===== src/rtl/mem_arbiter_nport_if.sv =====
// Request, response and adapter beat signals of the N-port memory arbiter.
// slave = arbiter side; master = requesters plus AHB adapter side.
interface mem_arbiter_nport_if #(
    parameter int NUM_PORTS  = 4,
    parameter int BLOCK_SIZE = 32
);
    logic [NUM_PORTS-1:0]              req_valid;
    logic [NUM_PORTS-1:0]              req_write;
    logic [NUM_PORTS-1:0]              req_single;
    logic [NUM_PORTS*32-1:0]           req_addr;
    logic [NUM_PORTS*BLOCK_SIZE*8-1:0] req_wdata;
    logic [NUM_PORTS-1:0]              grant;
    logic [NUM_PORTS-1:0]              resp_done;
    logic [BLOCK_SIZE*8-1:0]           resp_rdata;
    logic [31:0]                       addr;
    logic                              write;
    logic [31:0]                       wdata;
    logic [1:0]                        transfer;
    logic [31:0]                       rdata;
    logic                              ready;

    modport slave (
        input  req_valid, req_write, req_single, req_addr, req_wdata, rdata, ready,
        output grant, resp_done, resp_rdata, addr, write, wdata, transfer
    );

    modport master (
        output req_valid, req_write, req_single, req_addr, req_wdata, rdata, ready,
        input  grant, resp_done, resp_rdata, addr, write, wdata, transfer
    );
endinterface


===== src/rtl/mem_arbiter_nport.sv =====
// N-port arbiter onto one AHB adapter: first beat 1 cycle after sampling, resp_done 1 cycle after last beat.
// Adapter backpressure via ready stalls the beat in place; requesters wait on req_valid until resp_done.
module mem_arbiter_nport #(
    parameter int NUM_PORTS  = 4,
    parameter int BLOCK_SIZE = 32,
    parameter int ARB_MODE   = 0
) (
    input logic                  clk,
    input logic                  rst,
    mem_arbiter_nport_if.slave   bus
);
    localparam int WORDS  = BLOCK_SIZE / 4;
    localparam int BEAT_W = (WORDS > 1) ? $clog2(WORDS) : 1;
    localparam int PORT_W = $clog2(NUM_PORTS);
    localparam int LINE_W = BLOCK_SIZE * 8;
    localparam logic [31:0]       BLOCK_MASK = ~(32'(BLOCK_SIZE) - 32'd1);
    localparam logic [31:0]       WORD_MASK  = ~32'd3;
    localparam logic [PORT_W-1:0] LAST_PORT  = PORT_W'(NUM_PORTS - 1);
    localparam logic [BEAT_W-1:0] LAST_WORD  = BEAT_W'(WORDS - 1);

    typedef enum logic [1:0] {IDLE, XFER, DONE} state_t;

    state_t               state, stateNext;
    logic [PORT_W-1:0]    winner, rrPtr, startPtr, pick;
    logic [NUM_PORTS-1:0] ownerOneHot;
    logic                 anyReq, lastBeat;
    logic [BEAT_W-1:0]    beat;
    logic [31:0]          baseAddr, pickAddr;
    logic                 wrLatch, singleLatch;
    logic [LINE_W-1:0]    wdLatch, lineBuf;

    // Search in descending offset so the port nearest startPtr is the final assignment.
    always_comb begin
        startPtr = (ARB_MODE == 1) ? rrPtr : '0;
        pick     = '0;
        anyReq   = |bus.req_valid;
        for (int i = NUM_PORTS - 1; i >= 0; i--) begin
            if (bus.req_valid[(int'(startPtr) + i) % NUM_PORTS])
                pick = PORT_W'((int'(startPtr) + i) % NUM_PORTS);
        end
        pickAddr = bus.req_addr[int'(pick)*32 +: 32];
    end

    assign lastBeat = singleLatch ? (beat == '0) : (beat == LAST_WORD);

    always_ff @(posedge clk or posedge rst) begin
        if (rst) state <= IDLE;
        else     state <= stateNext;
    end

    always_comb begin
        stateNext       = state;
        ownerOneHot     = NUM_PORTS'(1) << winner;
        bus.grant       = '0;
        bus.resp_done   = '0;
        bus.transfer    = 2'b00;
        bus.addr        = baseAddr + (32'(beat) << 2);
        bus.write       = wrLatch;
        bus.wdata       = wdLatch[{beat, 5'b0} +: 32];
        bus.resp_rdata  = lineBuf;
        case (state)
            IDLE: begin
                if (anyReq) stateNext = XFER;
            end
            XFER: begin
                bus.grant    = ownerOneHot;
                bus.transfer = (beat == '0) ? 2'b10 : 2'b11;
                if (bus.ready && lastBeat) stateNext = DONE;
            end
            DONE: begin
                bus.grant     = ownerOneHot;
                bus.resp_done = ownerOneHot;
                stateNext     = IDLE;
            end
            default: stateNext = IDLE;
        endcase
    end

    always_ff @(posedge clk or posedge rst) begin
        if (rst) begin
            winner      <= '0;
            rrPtr       <= '0;
            beat        <= '0;
            baseAddr    <= '0;
            wrLatch     <= 1'b0;
            singleLatch <= 1'b0;
            wdLatch     <= '0;
            lineBuf     <= '0;
        end else begin
            case (state)
                IDLE: begin
                    if (anyReq) begin
                        winner      <= pick;
                        wrLatch     <= bus.req_write[pick];
                        singleLatch <= bus.req_single[pick];
                        wdLatch     <= bus.req_wdata[int'(pick)*LINE_W +: LINE_W];
                        baseAddr    <= pickAddr & (bus.req_single[pick] ? WORD_MASK : BLOCK_MASK);
                        beat        <= '0;
                    end
                end
                XFER: begin
                    if (bus.ready) begin
                        if (!wrLatch) lineBuf[{beat, 5'b0} +: 32] <= bus.rdata;
                        if (!lastBeat) beat <= beat + 1'b1;
                    end
                end
                DONE: begin
                    rrPtr <= (winner == LAST_PORT) ? '0 : winner + 1'b1;
                end
                default: ;
            endcase
        end
    end
endmodule


===== src/flat_wrapper.sv =====
// flat-port wrapper written by rule: the top's interface ports become plain ports
module mem_arbiter_nport_flat 
#(
    parameter int NUM_PORTS  = 4,
    parameter int BLOCK_SIZE = 32,
    parameter int ARB_MODE   = 0
)
  (clk, rst, bus_req_valid, bus_req_write, bus_req_single, bus_req_addr, bus_req_wdata, bus_rdata, bus_ready, bus_grant, bus_resp_done, bus_resp_rdata, bus_addr, bus_write, bus_wdata, bus_transfer);
  mem_arbiter_nport_if #(.NUM_PORTS(NUM_PORTS), .BLOCK_SIZE(BLOCK_SIZE)) bus_i ();
  input logic clk;
  input logic rst;
  input wire logic [$bits(bus_i.req_valid)-1:0] bus_req_valid;
  input wire logic [$bits(bus_i.req_write)-1:0] bus_req_write;
  input wire logic [$bits(bus_i.req_single)-1:0] bus_req_single;
  input wire logic [$bits(bus_i.req_addr)-1:0] bus_req_addr;
  input wire logic [$bits(bus_i.req_wdata)-1:0] bus_req_wdata;
  input wire logic [$bits(bus_i.rdata)-1:0] bus_rdata;
  input wire logic [$bits(bus_i.ready)-1:0] bus_ready;
  output wire logic [$bits(bus_i.grant)-1:0] bus_grant;
  output wire logic [$bits(bus_i.resp_done)-1:0] bus_resp_done;
  output wire logic [$bits(bus_i.resp_rdata)-1:0] bus_resp_rdata;
  output wire logic [$bits(bus_i.addr)-1:0] bus_addr;
  output wire logic [$bits(bus_i.write)-1:0] bus_write;
  output wire logic [$bits(bus_i.wdata)-1:0] bus_wdata;
  output wire logic [$bits(bus_i.transfer)-1:0] bus_transfer;
  assign bus_i.req_valid = bus_req_valid;
  assign bus_i.req_write = bus_req_write;
  assign bus_i.req_single = bus_req_single;
  assign bus_i.req_addr = bus_req_addr;
  assign bus_i.req_wdata = bus_req_wdata;
  assign bus_i.rdata = bus_rdata;
  assign bus_i.ready = bus_ready;
  assign bus_grant = bus_i.grant;
  assign bus_resp_done = bus_i.resp_done;
  assign bus_resp_rdata = bus_i.resp_rdata;
  assign bus_addr = bus_i.addr;
  assign bus_write = bus_i.write;
  assign bus_wdata = bus_i.wdata;
  assign bus_transfer = bus_i.transfer;
  mem_arbiter_nport #(.NUM_PORTS(NUM_PORTS), .BLOCK_SIZE(BLOCK_SIZE), .ARB_MODE(ARB_MODE)) u_core (.clk(clk), .rst(rst), .bus(bus_i));
endmodule

===== config.mk =====
export PLATFORM = sky130hd
export DESIGN_NAME = mem_arbiter_nport_flat
export DESIGN_NICKNAME = d
export VERILOG_FILES = /design/src/rtl/mem_arbiter_nport_if.sv /design/src/rtl/mem_arbiter_nport.sv /design/src/flat_wrapper.sv
export SDC_FILE = /design/constraint.sdc
export NUM_CORES = 2
export LEC_CHECK = 0
export CAP_MARGIN = 15
export CORE_AREA = 2 2 600 602
export DETAILED_ROUTE_END_ITERATION = 6
export DIE_AREA = 0 0 602 604
export HOLD_SLACK_MARGIN = 0.12
export PLACE_DENSITY_LB_ADDON = 0.3
export SETUP_SLACK_MARGIN = 0.05
export SLEW_MARGIN = 20
export SYNTH_ARGS = -nofsm -noshare
export SYNTH_HDL_FRONTEND = slang
export SYNTH_SLANG_ARGS = --single-unit

===== constraint.sdc =====
create_clock -name clk -period 49.7 [get_ports clk]
set_input_delay 7.455 -clock clk [delete_from_list [all_inputs] [get_ports clk]]
set_output_delay 7.455 -clock clk [all_outputs]
set_load 0.01 [all_outputs]

# After elaboration in Yosys (flattened, before gate mapping)
# Index checks and enable logic that the tools add are counted.
[op_classes]
n_reduce_logical = 10
add_sub_neg = 3
order_cmp = 1
mux = 22
n_eq_ne = 7
shift = 6
bitwise = 2
[ops]
columns = ["op", "n"]
rows = [
  ["$shiftx A1024 B11 Y256", 1],
  ["$bwmux W256", 1],
  ["$shift A32 B10 Y256 const A", 1],
  ["$shiftx A256 B9 Y32", 1],
  ["$shiftx A32 B10 Y256", 1],
  ["$shiftx A128 B8 Y32", 1],
  ["$add A32 B5 Y32", 1],
  ["$and A32 B32 Y32", 1],
  ["$mux W2", 7],
  ["$neg A8 Y10", 1],
  ["$mux W3", 3],
  ["$mux W4", 2],
  ["$pmux W3 S2", 1],
  ["$mux W5", 1],
  ["$bmux W1 S2", 2],
  ["$mux W1", 4],
  ["$ne A2 B1 Y1 const B", 2],
  ["$ne A2 B2 Y1 const B", 2],
  ["$pmux W2 S2", 1],
  ["$reduce_and A2 Y1", 2],
  ["$reduce_and A4 Y1", 1],
  ["$reduce_or A4 Y1", 1],
  ["$shl A1 B2 Y4 const A", 1],
  ["$add A3 B1 Y3 const B", 1],
  ["other kinds (11)", 11],
]
[word_totals]
out_inout_bits = 331
in_bits = 1199
regBits = 553

# Logic depth before layout (Yosys ltp)
[depth]
word_depth = 8
ltp_mapped = 12

# Worst setup path after synthesis
# Ideal clock, no wire load.
[synth_path]
path_type = "reg-to-output"
start = "reg u_core.beat[1]"
end = "out bus_addr[18]"
stages_incl_launch_ff = 9
setup_slack_ps = 39982
arrival_ps = 2263
path_buffers = 2
required_ps = 42245
cell_sequence = "dfrtp_1 buf_2 buf_2 inv_1 fa_1 nor2b_1 o21bai_1 nor4_1 xor2_1"
[synth_via]
elab_chain_len = 1
[synth_lines]
columns = ["item", "line", "source"]
rows = [
  ["start: declaration", "mem_arbiter_nport.sv:27", "logic [BEAT_W-1:0] beat;"],
  ["start signal: assignment", "mem_arbiter_nport.sv:104", "if (!lastBeat) beat <= beat + 1'b1;"],
  ["$add A32 B5 Y32", "mem_arbiter_nport.sv:57", "bus.addr = baseAddr + (32'(beat) << 2);"],
  ["end: declaration", "flat_wrapper.sv:22", "output wire logic [$bits(bus_i.addr)-1:0] bus_addr;"],
]
# Every way passes these cells.

# Worst setup path after layout
[layout_path]
start = "reg u_core.beat[1]"
end = "out bus_wdata[11]"
[layout_via]
elab_chain_len = 1
[layout_lines]
columns = ["item", "line", "source"]
rows = [
  ["$shiftx A256 B9 Y32", "mem_arbiter_nport.sv:59", "bus.wdata = wdLatch[{beat, 5'b0} +: 32];"],
  ["end: declaration", "flat_wrapper.sv:24", "output wire logic [$bits(bus_i.wdata)-1:0] bus_wdata;"],
]
# Every way passes these cells.

==> metrics.md <==
| Metric | Value |
|---|---|
| Sequential power share | `0.318` |
| Area Overhead vs Synth | `77.4%` |
| DR pass1 iterations | `6` |
| Clk slew on worst S/H paths | `0.06 ns` |
| Post-synthesis instance area | `0.0300 mm²` |
| Ys async rst share | `1.00` |
| Power Dens Cells | `45.1 mW/mm²` |
| Worst path slowest cell | `dfrtp_4` |
| Iter 0 DRT Violations | `2,374` |
| Die area | `0.364 mm²` |
| Critical Path Max Stage Delay | `0.75 ns` |
| Critical Path AT | `4.71 ns` |
| Total power | `2390 µW` |
| Dpl hpwl | `235,000 µm` |
| Die Span X | `602 µm` |
| Synthesized area per cell | `10.7 µm²` |
| Crit-path cells | `buf_4 -> buf_4 -> mux4_2 -> nand2_1 -> nand2_1 -> clkdlybuf4s50_1` |
| Ys flop type | `dfrtp_1` |
| Clk_lat worst skew | `0.81 ns` |
| Die height | `604 µm` |
| Slew headroom | `0.209` |
| Hold crit path type | `register to register` |
| EDFF count, synth | `0` |
| Register Area | `0.0138 mm²` |
| Vias per inst | `3.45` |
| Worst-margin pin slew | `1.15 ns` |
| Final setup viols | `0` |
| Ports | `1,530` |
| Critical path launch point type | `register` |
| Setup Fix Bufs, Post-CTS | `0` |
| Global-route wire length before repair | `352,000 µm` |
| Max-slew violations | `0` |
| Fillcell total | `40,157` |
| Clock network power share | `0.246` |
| Reg-to-Reg End | `u_core.bus.resp_rdata[94]` |
| DRC | `0` |
| Flop-to-flop setup slack | `45.58 ns` |
| Critical path required time | `42.24 ns` |
| Final Cycle Share | `0.245` |
| R2R Path Start | `u_core.beat[2]` |
| CTS resizes | `0` |
| Detail Route Antenna Nets | `0` |
| Core ar. | `0.358 mm²` |
| Max Clk Rate | `82.2 MHz` |
| Final instance area | `0.0531 mm²` |
| Netlist cell types | `57` |
| Overflow after GRT | `0` |
| WL/cell | `30.8 µm` |
| Multi-input logic area | `0.0147 mm²` |
| Setup TNS | `0 ns` |
| Crit. Startpoint | `u_core.beat[1]` |
| Crit. End Element | `primary output` |
| CP bufs+invs | `3` |
| Final Net Count | `5,409` |
| Internal power | `1410 µW` |
| Synth Warn # | `0` |
| Most frequent cells in the layout | `clkdlybuf4s50_1, nand2_1, dfrtp_1` |
| Final RePlAce weighted congestion | `0.997` |
| Clock Sinks | `551` |
| Switching pwr | `982 µW` |
| Root Buffer | `clkbuf_16` |
| Clock Skew | `0.0777 ns` |
| H-tree depth | `3` |
| Crit path max fanout | `34` |
| Mapped Cells | `2,796` |
| Logic gate share of total power | `0.436` |
| Most common cell after layout, fill and taps aside | `clkdlybuf4s50_1` |
| Seq cells post-synth | `551` |
| WP depth | `6` |
| Crit Path Class | `register to primary output` |
| Std-Cell Rows | `220` |
| Maximum number of pins on one net before global-route repair | `148` |
| Peak supply drop | `0.0000344 V` |
| Routed vias | `31,362` |
| Total Wirelength | `280,000 µm` |
| Overall Global Routing Usage | `0.148` |
| Placed instance area | `0.0504 mm²` |
| TritonCTS Buffers | `82` |
| Switching part of the total power | `0.410` |
| Top delay family on crit path | `buffers and inverters` |
| CTS tree | `yes` |
| Outcome | `finished, final reports clean` |
| Final hold vios | `0` |
| Reg2Reg Depth | `8` |
| Cts hold-fix bufs | `0` |
| Share of cells above drive strength 1 | `0.0952` |
| CTS max path bufs | `4` |
| I/O Buffers | `1,519` |
| RSZ-0062 raised after global routing | `false` |
| Number of global-route vias before repair | `31,889` |
| Number of max-cap violations | `0` |
| Sequential share of the synthesized area | `0.460` |
| Crit path time final | `12.16 ns` |
| Initial antenna violation count | `197` |
| Lkg Pwr | `0.0210 µW` |
| Initial Util | `0.0838` |
| CP endpoint | `bus_wdata[11]` |
-- synth_stat cells, types with 18 or more instances --
cell type	n	area share
nand2_1	570	0.071
dfrtp_1	551	0.46
mux2i_1	290	0.097
o221ai_1	287	0.084
a22oi_1	284	0.071
clkbuf_1	140	0.018
mux2_2	118	0.044
nand3_1	73	0.012
mux4_2	64	0.048
o21ai_0	62	0.010
buf_2	57	0.0095
buf_4	41	0.010
inv_1	41	0.0051
o21ai_1	35	0.0058
buf_6	27	0.010
xnor2_1	18	0.0053
-- state kept, by name, indices dropped and copies added (netlist names) --
name / cells
u_core.state: 2
u_core.beat: 3
u_core.singleLatch: 1
u_core.baseAddr: 30
u_core.bus.write: 1
u_core.wdLatch: 256
u_core.winner: 2
u_core.bus.resp_rdata: 256
-- final cells by class --
class,count,area share
timing repair buffer,1586,0.297
multi-input combinational,1933,0.276
sequential,551,0.260
tap,4773,0.112
clock buffer,112,0.0432
clock inverter,28,0.00537
inverter,43,0.00332
antenna,53,0.00250
-- how the worst min path moves through the flow --
stage,start,end,slack (ns),cells past startpoint
final,u_core.bus.resp_rdata[59],u_core.bus.resp_rdata[59],0.47,2
after global routing,u_core.bus.resp_rdata[59],u_core.bus.resp_rdata[59],0.49,2
after CTS,u_core.bus.resp_rdata[59],u_core.bus.resp_rdata[59],0.47,2
after detailed placement,u_core.bus.resp_rdata[59],u_core.bus.resp_rdata[59],0.46,2
after global placement,u_core.bus.resp_rdata[34],u_core.bus.resp_rdata[34],0.46,2
after floorplan,u_core.wdLatch[177],u_core.wdLatch[177],0.45,2
-- power groups by stage --
| stage | Sequential, µW | Combinational [µW] | Clock, µW |
|---|---|---|---|
| 6_report | 762 | 1040 | 590 |
| 5_1_grt | 778 | 1120 | 631 |
| 4_1_cts | 764 | 1070 | 620 |
| 3_5_place_dp | 770 | 1060 | 0 |
| 3_3_place_gp | 765 | 1060 | 0 |
| 2_1_floorplan | 710 | 472 | 0 |
-- worst register-to-register path, cell delays in order, from the launching register on --
cell and delay, ns:
dfrtp_2 0.51, buf_4 0.52, inv_2 0.11, buf_4 0.31
ha_1 0.36, nor3b_1 0.32, nor3b_4 0.86, buf_4 0.53
mux2_2 0.43
-- routing by layer --
| layer | wire (µm) | GRT usage |
|---|---|---|
| met1 | 102000 | 0.161 |
| met5 | 186 | 0 |
| met2 | 148000 | 0.276 |
| met3 | 16100 | 0.0312 |
| met4 | 13900 | 0.0663 |
-- through the flow --
step | utilization | instances | setup WS (ns) | hold WS, ns
finish | 0.149 | 9079 | 37.54 | 0.467
detailed placement | 0.141 | 8886 | 37.92 | 0.457
floorplan | - | 2797 | 26.84 | 0.451
CTS | 0.148 | 9026 | 37.36 | 0.469
global placement | 0.141 | 8883 | 37.71 | 0.460
global route | 0.148 | 9058 | 37.35 | 0.488
-- cell families after synthesis --
kind of cell,Yosys count,synth area share
fa+ha+maj,13,0.00568
compound gates,687,0.176
simple gates,719,0.103
flops,551,0.460
other cells,1,0.000125
xor+xnor,28,0.00819
mux,484,0.194
buf+inv,313,0.0535
Note: power is estimated with default switching activity, not from simulation.
